[src/rtl/rv32e_pkg.sv]
// Shared RV32E writeback definitions: register-file geometry, arbiter state
// encoding and the writeback request payload.
package rv32e_pkg;

  localparam int unsigned REG_ADDR_W = 4;
  localparam int unsigned NUM_REGS   = 16;
  localparam int unsigned XLEN       = 32;

  localparam logic ARB_B_PRI   = 1'b0;
  localparam logic ARB_A_FORCE = 1'b1;

  typedef struct packed {
    logic [REG_ADDR_W-1:0] rd;
    logic [XLEN-1:0]       data;
  } wb_req_t;

endpackage

[src/rtl/rv32e_scoreboard.sv]
// Pending-write scoreboard for long-latency results; decode reads the busy
// flags to stall on registers whose B write has not landed yet.
module rv32e_scoreboard
  import rv32e_pkg::*;
(
  input  logic                  clk,
  input  logic                  rst_n,
  input  logic                  set_en,
  input  logic [REG_ADDR_W-1:0] set_rd,
  input  logic                  clr_en,
  input  logic [REG_ADDR_W-1:0] clr_rd,
  input  logic [REG_ADDR_W-1:0] rs1_addr,
  input  logic [REG_ADDR_W-1:0] rs2_addr,
  output logic                  rs1_busy,
  output logic                  rs2_busy
);

  logic [NUM_REGS-1:0] pending;
  logic [NUM_REGS-1:0] pending_nxt;

  // Set is applied after clear so a re-issue in the clearing cycle stays busy
  always_comb begin
    pending_nxt = pending;
    if (clr_en) pending_nxt[clr_rd] = 1'b0;
    if (set_en && (set_rd != '0)) pending_nxt[set_rd] = 1'b1;
  end

  always_ff @(posedge clk or negedge rst_n) begin
    if (!rst_n) pending <= '0;
    else        pending <= pending_nxt;
  end

  assign rs1_busy = pending[rs1_addr] && (rs1_addr != '0);
  assign rs2_busy = pending[rs2_addr] && (rs2_addr != '0);

endmodule

[src/rtl/rv32e_wb_arbiter.sv]
// Two-requester writeback arbiter for the RV32E register-file write port with
// starvation guard and pending-write scoreboard. Optional forwarding outputs
// are enabled by defining RV32E_WB_FWD_EN.
module rv32e_wb_arbiter
  import rv32e_pkg::*;
#(
  parameter int unsigned STARVE_LIMIT = 3,
  parameter int unsigned CNT_W        = 4
) (
  input  logic                  clk,
  input  logic                  rst_n,
  input  logic                  a_valid,
  output logic                  a_ready,
  input  logic [REG_ADDR_W-1:0] a_rd,
  input  logic [XLEN-1:0]       a_data,
  input  logic                  b_valid,
  output logic                  b_ready,
  input  logic [REG_ADDR_W-1:0] b_rd,
  input  logic [XLEN-1:0]       b_data,
  input  logic                  issue_valid,
  input  logic [REG_ADDR_W-1:0] issue_rd,
  input  logic [REG_ADDR_W-1:0] rs1_addr,
  input  logic [REG_ADDR_W-1:0] rs2_addr,
  output logic                  rs1_busy,
  output logic                  rs2_busy,
  output logic [REG_ADDR_W-1:0] rd_addr,
  output logic [XLEN-1:0]       rd_data,
  output logic                  rd_we
`ifdef RV32E_WB_FWD_EN
  ,
  output logic                  rs1_fwd,
  output logic                  rs2_fwd,
  output logic [XLEN-1:0]       fwd_data
`endif
);

  logic             state;
  logic             state_nxt;
  logic [CNT_W-1:0] starve_cnt;
  logic [CNT_W-1:0] starve_cnt_nxt;
  logic             a_xfer;
  logic             b_xfer;
  wb_req_t          win;

  assign a_xfer = a_valid && a_ready;
  assign b_xfer = b_valid && b_ready;

  always_ff @(posedge clk or negedge rst_n) begin
    if (!rst_n) begin
      state      <= ARB_B_PRI;
      starve_cnt <= '0;
    end else begin
      state      <= state_nxt;
      starve_cnt <= starve_cnt_nxt;
    end
  end

  // Counter tracks consecutive A losses; reaching the limit forces A next cycle
  always_comb begin
    state_nxt      = state;
    starve_cnt_nxt = (a_valid && !a_ready) ? starve_cnt + CNT_W'(1) : '0;
    case (state)
      ARB_B_PRI: begin
        if (starve_cnt_nxt == CNT_W'(STARVE_LIMIT)) state_nxt = ARB_A_FORCE;
      end
      ARB_A_FORCE: begin
        if (a_xfer || b_xfer || (!a_valid && !b_valid)) state_nxt = ARB_B_PRI;
      end
      default: state_nxt = ARB_B_PRI;
    endcase
  end

  always_comb begin
    a_ready = 1'b0;
    b_ready = 1'b0;
    case (state)
      ARB_B_PRI: begin
        b_ready = b_valid;
        a_ready = a_valid && !b_valid;
      end
      ARB_A_FORCE: begin
        a_ready = a_valid;
        b_ready = b_valid && !a_valid;
      end
      default: ;
    endcase
  end

  assign win = b_xfer ? wb_req_t'{rd: b_rd, data: b_data}
                      : wb_req_t'{rd: a_rd, data: a_data};

  // Writes to x0 are accepted but never reach the register file
  always_ff @(posedge clk or negedge rst_n) begin
    if (!rst_n) begin
      rd_we   <= 1'b0;
      rd_addr <= '0;
      rd_data <= '0;
    end else if (a_xfer || b_xfer) begin
      rd_we   <= (win.rd != '0);
      rd_addr <= win.rd;
      rd_data <= win.data;
    end else begin
      rd_we   <= 1'b0;
    end
  end

  rv32e_scoreboard u_scoreboard (
    .clk      (clk),
    .rst_n    (rst_n),
    .set_en   (issue_valid),
    .set_rd   (issue_rd),
    .clr_en   (b_xfer),
    .clr_rd   (b_rd),
    .rs1_addr (rs1_addr),
    .rs2_addr (rs2_addr),
    .rs1_busy (rs1_busy),
    .rs2_busy (rs2_busy)
  );

`ifdef RV32E_WB_FWD_EN
  assign rs1_fwd  = rd_we && (rd_addr == rs1_addr);
  assign rs2_fwd  = rd_we && (rd_addr == rs2_addr);
  assign fwd_data = rd_data;
`endif

endmodule

[config.mk]
export PLATFORM = sky130hd
export DESIGN_NAME = rv32e_wb_arbiter
export DESIGN_NICKNAME = d
export VERILOG_FILES = /design/src/rtl/rv32e_pkg.sv /design/src/rtl/rv32e_scoreboard.sv /design/src/rtl/rv32e_wb_arbiter.sv
export SDC_FILE = /design/constraint.sdc
export NUM_CORES = 1
export LEC_CHECK = 0
export ABC_AREA = 1
export BUFFER_PORTS_ARGS = -buffer_cell sky130_fd_sc_hd__buf_2
export CELL_PAD_IN_SITES_DETAIL_PLACEMENT = 2
export CELL_PAD_IN_SITES_GLOBAL_PLACEMENT = 2
export CORE_UTILIZATION = 27
export DETAILED_ROUTE_END_ITERATION = 16
export PLACE_DENSITY_LB_ADDON = 0.1
export SYNTH_ARGS = -nofsm -noshare
export SYNTH_HDL_FRONTEND = slang
export SYNTH_SLANG_ARGS = --single-unit
export TNS_END_PERCENT = 30
[constraint.sdc]
create_clock -name clk -period 3.34 [get_ports clk]
set_input_delay 0.167 -clock clk [delete_from_list [all_inputs] [get_ports clk]]
set_output_delay 0.167 -clock clk [all_outputs]
set_load 0.01 [all_outputs]
# ---- Yosys cells after proc, flatten, opt, wreduce, memory -nomap -nowiden
# Index checks and enable logic that the tools add are counted.
dict set report classes {
  multipliers 0
  order_cmp 6
  n_bitwise 4
  n_reduce_logical 20
  add_sub_neg 1
  div_mod_pow 0
  mux 18
  n_shift 0
  n_eq_ne 1
}
# operator count
set op_table {}
lappend op_table {{$mux W36} 1}
lappend op_table {{$mux W16} 2}
lappend op_table {{$lt A4 B5 Y1 const B} 4}
lappend op_table {{$and A16 B16 Y16} 1}
lappend op_table {{$not A16 Y16} 1}
lappend op_table {{$or A16 B16 Y16} 1}
lappend op_table {{$reduce_bool A4 Y1} 4}
lappend op_table {{$logic_and A1 B1 Y1} 11}
lappend op_table {{$bmux W1 S4} 2}
lappend op_table {{$demux W1 S4} 2}
lappend op_table {{$ge A4 B1 Y1 const B} 2}
lappend op_table {{$mux W1} 7}
lappend op_table {{$pmux W1 S2} 3}
lappend op_table {{$add A4 B1 Y4 const B} 1}
lappend op_table {{$eq A4 B2 Y1 const B} 1}
lappend op_table {{$mux W4} 1}
lappend op_table {{$logic_not A1 Y1} 3}
lappend op_table {{$logic_or A1 B1 Y1} 2}
lappend op_table {{$not A1 Y1} 1}
dict set report word_totals {
  ramBits 0
  latch_bits 0
  word_cells 56
  inputBits 89
  regBits 58
  romBits 0
  mem_count 0
}

# ---- Depth between registers and ports, before layout
# Gate-level depths: netlist of the first run.
dict set report depth {
  depth_word 9
  ltp_mapped 8
  mapped_depth_nobuf 7
}

# ---- Cells and area by module
# Synthesis of the first run repeated with hierarchy kept, for this count alone.
dict set report unflattened {
  hier_cells 382
  hier_area_um2 2957.8
}
# mod area_each_um2 seq_area_each_um2 n_inst cells_per_inst
set modules_own_cells {}
lappend modules_own_cells {rv32e_wb_arbiter 1943.1 1051.0 1 234}
lappend modules_own_cells {rv32e_scoreboard 1014.7 375.4 1 148}

# ---- Least setup slack after synthesis of the first run
# OpenSTA, ideal clock, no wires.
dict set report synth_path {
  path_kind {reg-to-reg}
  startpoint {register state}
  endpoint {register u_scoreboard.pending[14]}
  path_slack_ns 2.188
  period_less_slack_ns 1.152
  stages_incl_launch_ff 6
  t_required_ns 3.213
  arrival_time_ns 1.025
  setup_time_ns 0.127
  cell_sequence {dfrtp_1 -> a21oi_4 -> buf_4 -> inv_2 -> o31ai_1 -> nand2_1}
}
dict set report synth_via {
  elab_chain_cells 6
}
# item line_no
set synth_rtl {}
lappend synth_rtl {{start: declaration} rv32e_wb_arbiter.sv:37} ;# logic state;
lappend synth_rtl {{start signal: assignment} rv32e_wb_arbiter.sv:53} ;# state <= state_nxt;
lappend synth_rtl {{$not A1 Y1} --}
lappend synth_rtl {{$pmux W1 S2 *} rv32e_wb_arbiter.sv:76} ;# case (state)
lappend synth_rtl {{$logic_and A1 B1 Y1 *} rv32e_wb_arbiter.sv:46} ;# assign b_xfer = b_valid && b_ready;
lappend synth_rtl {{$mux W16 *} rv32e_scoreboard.sv:24} ;# if (clr_en) pending_nxt[clr_rd] = 1'b0;
lappend synth_rtl {{$or A16 B16 Y16 (no line)} --}
lappend synth_rtl {{$mux W16 *} rv32e_scoreboard.sv:25} ;# if (set_en && (set_rd != '0)) pending_nxt[set_rd] = 1'b1;
lappend synth_rtl {{via u_scoreboard.pending_nxt[14]} rv32e_scoreboard.sv:19} ;# logic [NUM_REGS-1:0] pending_nxt;
lappend synth_rtl {{end signal: assignment} rv32e_scoreboard.sv:30} ;# else pending <= pending_nxt;
lappend synth_rtl {{end: declaration} rv32e_scoreboard.sv:18} ;# logic [NUM_REGS-1:0] pending;
# Mark *: on every way through the listed nets, which the timed path passes. The rest lies on a longest branch.
# A chain may end at the register's enable or synchronous reset.

# ---- Final worst setup path of the first run
dict set report layout_path {
  startpoint {register state}
  endpoint {output a_ready}
}
dict set report layout_via {
  elab_chain_cells 2
}
# item line_no
set layout_rtl {}
lappend layout_rtl {{$not A1 Y1} --}
lappend layout_rtl {{$pmux W1 S2 *} rv32e_wb_arbiter.sv:76}
lappend layout_rtl {{end: declaration} rv32e_wb_arbiter.sv:13} ;# output logic a_ready,
# Every way passes the cells marked *; elsewhere a longest branch is shown, timed or not.

==> results of run 1 <==
==> through the flow <==
stage	std cells	hold slack [ns]
2_1_floorplan	397	-0.129
3_3_place_gp	646	0.342
3_5_place_dp	646	0.342
4_1_cts	663	0.0741
5_1_grt	663	0.0959
6_report	663	0.0857
==> power breakdown <==
group	leakage, nW	internal, W	switching, W	total [W]
logic	1.22	0.000166	0.000272	0.000438
clock network	0.113	0.000440	0.000299	0.000739
registers	0.690	0.000787	0.0000596	0.000846
==> cells by family (layout without fill, tap and decap cells) <==
kind of cell,after synthesis,after routing,share of synthesized area (%)
AOI/OAI and AO/OA,100,100,18.2
xor gates and xnor gates,2,2,0.590
adders and majority gates,1,1,0.422
buffers and inverters,61,191,8.47
DFF,57,57,48.1
and+or+nand+nor,176,176,24.3
==> cell usage after synthesis (5+ instances only) <==
cell type / count / area share [%]
a21oi_1: 33 / 5.6
a31oi_1: 6 / 1.3
buf_4: 5 / 1.3
clkbuf_1: 12 / 1.5
dfrtp_1: 57 / 48
inv_1: 38 / 4.8
nand2_1: 81 / 10
nand3_1: 37 / 6.2
nor2_1: 50 / 6.3
nor3_1: 5 / 0.84
o211ai_1: 6 / 1.5
o21ai_0: 35 / 5.9
o21ai_1: 17 / 2.9
==> final timing paths <==
kind	slack [ns]	cells past startpoint	startpoint	to
max	1.49	5	state$_DFF_PN0_	a_ready
min reg2reg	0.49	2	rd_data[25]$_DFFE_PN0N_	rd_data[25]$_DFFE_PN0N_
min	0.09	3	a_data[19]	rd_data[19]$_DFFE_PN0N_
min in group asynchronous	0.49	2	rst_n	rd_data[19]$_DFFE_PN0N_
max reg2reg	1.80	6	state$_DFF_PN0_	rd_we$_DFF_PN0_
max in group asynchronous	2.01	3	rst_n	starve_cnt[0]$_DFF_PN0_
==> critical path: stages (launching register included) <==
cell and delay [ns]:
dfrtp_1 0.40, inv_1 0.07, nand2_2 0.09, nand2_1 0.08, inv_2 0.45, buf_2 0.24
==> metal layers <==
layer	track usage (%)	up-vias	part of all wire, %
met3	6.44	8	6.2
met5	0	-	0
met4	4.40	0	0.81
met1	26.3	1575	45
li1	-	1548	-
met2	34.2	78	48
==> what timing repair did <==
action	CTS	global route
hold buffers	1	0
endpoints found under the hold margin	36	0
endpoints found under the setup margin	0	0
==> state kept, by name, summed over array words and instances (netlist names) <==
name                  count
rd_addr                   4
rd_we                     1
state                     1
u_scoreboard.pending     15
rd_data                  32
starve_cnt                4
==> final cells by class <==
cell class	count	area share [%]
flip-flops and latches	57	36.1
inverters	41	3.90
clock inverters	5	2.00
repair buffers	134	17.4
clock buffers	11	3.58
well taps	136	4.31
multi-input cells	279	32.7
==> impl_metrics.yaml, run 1 <==
route:
  wl_mm: 11.1
  via_count: 3209
  first_pass_iters: 4
  wl_per_cell_um: 16.7
  drc_errors: 0
  via_per_inst: 4.84
  ant_nets: 0
  drt_iter0_drc: 84
global_routing:
  grt_pass1_wl_mm: 18.3
  grt_pass1_vias: 3563
  antenna_found_initial: 0
  grt_max_degree: 38
  grt_usage_pct: 20.6
  grt_overflow: 0
critical_path:
  start_kind: "flop"
  required_ns: 3.17
  criticalPathCategory: "reg -> out"
  worstPathMaxFanout: 33
  worstSetupEndpointType: "output port"
  cp.arrival_ns: 1.68
pwr:
  power_w: 0.00202
  p_leak_nw: 2.02
  power.density_nw_per_um2: 513
  peakVddDrop_mv: 0.177
floorplanning:
  die_w_um: 107
  start_util_pct: 28.2
  rows: 37
  die_y_um: 107
  fp.coreArea_um2: 10500
  io_pins: 130
  die-area_um2: 11400
outcome:
  status: "complete, no violations"
final_layout:
  area_growth_pct: 33.0
  final-seq-area_um2: 1430
  final_cell_mix: "buf_2, nand2_1, dfrtp_1, nor2_1, inv_1"
  n_antenna_cell: 0
  multi_input_area_um2: 1290
  final_common_cell: "buf_2"
  finalNetCount: 612
  final_area_um2: 3950
  fillers: 1267
  drive_gt1_share_pct: 29.2
  post-route-util_pct: 37.6
place:
  place.gp.congestion: 0.832
  preCtsSetupSlack_ns: 1.72
  dpl_cell_area_um2: 3720
  io_buffer_count: 129
  hpwlAfterDp_mm: 8.42
synth:
  ys_seq_area_share_pct: 48.1
  syn_avg_cell_area_um2: 7.48
  synth_cell_types: 23
  synth_nets: 487
  synth_area_um2: 2970
  synth-edff-count: 0
  async_reset_ff_share_pct: 100
  synth_seq_cells: 57
  netlist_instances: 397
  yosysWarnings: 0
  synth_ff_type: "dfrtp_1"
timing:
  finalClockSkew_ns: 0.00846
  worstMarginPinSlew_ns: 0.885
  final_max_slew_viol_count: 0
  fin_crit_sh_pct: 55.4
  tns_ns: 0
  fmax_ghz: 0.541
  period_minus_slack_ns: 1.85
  rsz0062_at_grt: "no"
  relSlewSlack_pct: 41.0
  hold_viol: 0
  finalSetupViolations: 0
  layout_setup_ws_ns: 1.49
clocking:
  cts.reportedPaths.clkPinSlew_ns: 0.07
  cts_tree: "built"
  clk_latency_ns: 0.34
  ctsResizeCount: 0
  cts_root_buf: "clkbuf_8"
  post-cts-setup-buffers: 0
  clock_path_buffers: 2
  numCtsBuffers: 9
  cts.sinks: 57
  h-tree-depth: 3
flow_run:
  max_cap_violations: 0
min_path:
  min_path_type: "in -> reg"
Power figures use the tool's default switching activity.
==> run 2, diff against run 1 <==
ABC_AREA = 0   (was 1)
CORE_UTILIZATION = 28   (was 27)
clock period = 1.9 ns   (was 3.34 ns; I/O delays follow)
==> run 2 against run 1 <==
Effect of this change:
- clock skew decreased by 0.00092 ns
- clock-buffer cell count increased by 2
- synthesized cell count decreased by 20%
- combinational power increased by 92%
- critical path depth decreased by 1
==> impl_metrics.yaml, run 2 <==
outcome:
  status: "complete, no violations"
timing:
  fmax_ghz: 0.580
  hold_viol: 0
  tns_ns: 0
  final_max_slew_viol_count: 0
  period_minus_slack_ns: 1.72
  finalClockSkew_ns: 0.00754
  worstMarginPinSlew_ns: 0.563
  rsz0062_at_grt: "no"
  fin_crit_sh_pct: 90.8
  whs_ns: 0.00617
  finalSetupViolations: 0
  relSlewSlack_pct: 62.4
place:
  place.gp.congestion: 0.718
  placed_cells: 574
  io_buffer_count: 129
  hpwlAfterDp_mm: 7.80
floorplanning:
  io_pins: 130
  rows: 38
  die_w_um: 107
  start_util_pct: 28.7
  fp.coreArea_um2: 10800
  die_y_um: 107
  die-area_um2: 11600
route:
  drc_errors: 0
  via_count: 3153
  drt_iter0_drc: 87
  ant_nets: 0
  wl_per_cell_um: 17.9
  first_pass_iters: 4
  wl_mm: 11.1
  via_per_inst: 5.07
synth:
  syn_avg_cell_area_um2: 9.86
  synth_area_um2: 3120
  ys_seq_area_share_pct: 45.8
  synth-edff-count: 0
  synthTopCellsByCount: "nor2_1, dfrtp_1, mux2_2, o22ai_1"
  async_reset_ff_share_pct: 100
  synth_cell_types: 34
  netlist_instances: 316
  synth_top_area_share_pct: 45.8
  yosysWarnings: 0
  synth_seq_cells: 57
  synth_nets: 406
  synth_ff_type: "dfrtp_1"
  synth_most_common_cell: "nor2_1"
  synth_area_leaders: "dfrtp_1, mux2_2, nor2_1"
  synth_largest_area_cell: "dfrtp_1"
global_routing:
  grt_usage_pct: 21.0
  grt_pass1_wl_mm: 18.5
  grt_pass1_vias: 3621
  antenna_found_initial: 1
  grt_overflow: 0
  grt_max_degree: 36
critical_path:
  path_cells: "mux4_2 > o22ai_1 > a31oi_1 > buf_2"
  cp.arrival_ns: 1.63
  worstPathMaxFanout: 3
  cpPeakStageDelay_ns: 0.48
  crit_buf_inv: 1
  ff2ff_path_depth: 3
  start_kind: "flop"
  worstSetupEndpointType: "output port"
  required_ns: 1.80
  crit_cells: 4
  crit_slowest_cell: "mux4_2"
  critical_path.top_delay_family: "multiplexers"
  criticalPathCategory: "reg -> out"
pwr:
  power_w: 0.00347
  p_leak_nw: 1.99
  peakVddDrop_mv: 0.251
  power.density_nw_per_um2: 784
clocking:
  post-cts-setup-buffers: 0
  cts_tree: "built"
  clk_latency_ns: 0.35
  cts.reportedPaths.clkPinSlew_ns: 0.07
  cts.sinks: 57
  h-tree-depth: 3
  cts_root_buf: "clkbuf_8"
  numCtsBuffers: 9
  clock_path_buffers: 2
final_layout:
  drive_gt1_share_pct: 39.7
  largest_reg_flops: 32
  top_regs: "rd_data: 32 flops, u_scoreboard.pending: 15 flops"
  instances_no_fill: 622
  regMostFlops: "rd_data"
  finalNetCount: 566
  area_growth_pct: 42.2
  final_common_cell: "buf_2"
  final_cell_mix: "buf_2, nor2_1, dfrtp_1, mux2_2, o22ai_1"
min_path:
  min_path_type: "in -> reg"
  hold_path_depth: 3
flow_run:
  max_cap_violations: 0
run 2: changes by cell type after synthesis, moves of 7 or more:
cell	previous run	this run
nand3_1	37	2
o21ai_1	17	5
mux2_2	0	34
inv_1	38	5
a21oi_1	33	0
o21ai_0	35	13
nor2_1	50	72
o22ai_1	0	34
nand2b_1	0	13
clkbuf_1	12	5
nand2_1	81	12
mux2i_1	0	8
o31ai_1	2	10
run 2: cell type report:
type	count	area [µm²]
fill	1206	6410
multi-input combinational	235	1580
sequential	57	1430
timing repair buffer	168	1040
tap	140	175
clock buffer	13	149
clock inverter	3	40.0
inverter	5	18.8
antenna	1	2.50
run 2: kinds of logic after synthesis:
| family | share of synthesized area (%) |
|---|---|
| AOI/OAI and AO/OA | 16.3 |
| muxes | 17.8 |
| xor gates and xnor gates | 0.562 |
| adders and majority gates | 0.402 |
| and+or+nand+nor | 15.4 |
| DFF | 45.8 |
| buffers and inverters | 3.82 |
run 2: worst min-delay path, delay by kind of cell:
| kind | cells | cell delay, ns |
|---|---|---|
| simple gates | 2 | 0.13 |
| buf+inv | 1 | 0.08 |
run 2: metrics by stage:
step	setup slack (ns)	util (%)	area (µm²)
after floorplan	0.579	-	3120
after global placement	0.488	36.2	3920
after detailed placement	0.473	36.2	3920
after CTS	0.0608	40.8	4420
after global routing	0.105	40.9	4430
final	0.175	40.9	4430
run 2: final timing paths:
| check | startpoint | end | slack (ns) |
|---|---|---|---|
| min reg2reg | rd_addr[0]$_DFFE_PN0N_ | rd_addr[0]$_DFFE_PN0N_ | 0.49 |
| max | u_scoreboard.pending[5]$_DFF_PN0_ | rs1_busy | 0.18 |
| min | b_data[9] | rd_data[9]$_DFFE_PN0N_ | 0.006 |
| max reg2reg | state$_DFF_PN0_ | u_scoreboard.pending[12]$_DFF_PN0_ | 0.57 |
| max in group asynchronous | rst_n | rd_data[23]$_DFFE_PN0N_ | 1.01 |
| min in group asynchronous | rst_n | u_scoreboard.pending[10]$_DFF_PN0_ | 0.28 |
run 2: routing by layer:
| metal | share of wire [%] | vias up | track usage, % | wire length [µm] |
|---|---|---|---|---|
| li1 | - | 1469 | - | - |
| met1 | 42 | 1576 | 24.1 | 4650 |
| met2 | 51 | 92 | 37.4 | 5630 |
| met3 | 5.7 | 16 | 5.93 | 633 |
| met4 | 1.8 | 0 | 7.05 | 197 |
| met5 | 0 | - | 0 | 0 |
run 2: report_power, final:
part	switching, W	internal [W]	leakage, nW	total (W)
Sequential	0.000112	0.00137	0.666	0.00148
Combinational	0.000411	0.000430	1.22	0.000841
Clock	0.000510	0.000639	0.0974	0.00115
run 2: timing repair:
item,CTS,global route
hold buffers,31,0
gates resized for setup,0,1
setup endpoints to repair,0,1
hold endpoints to repair,50,0
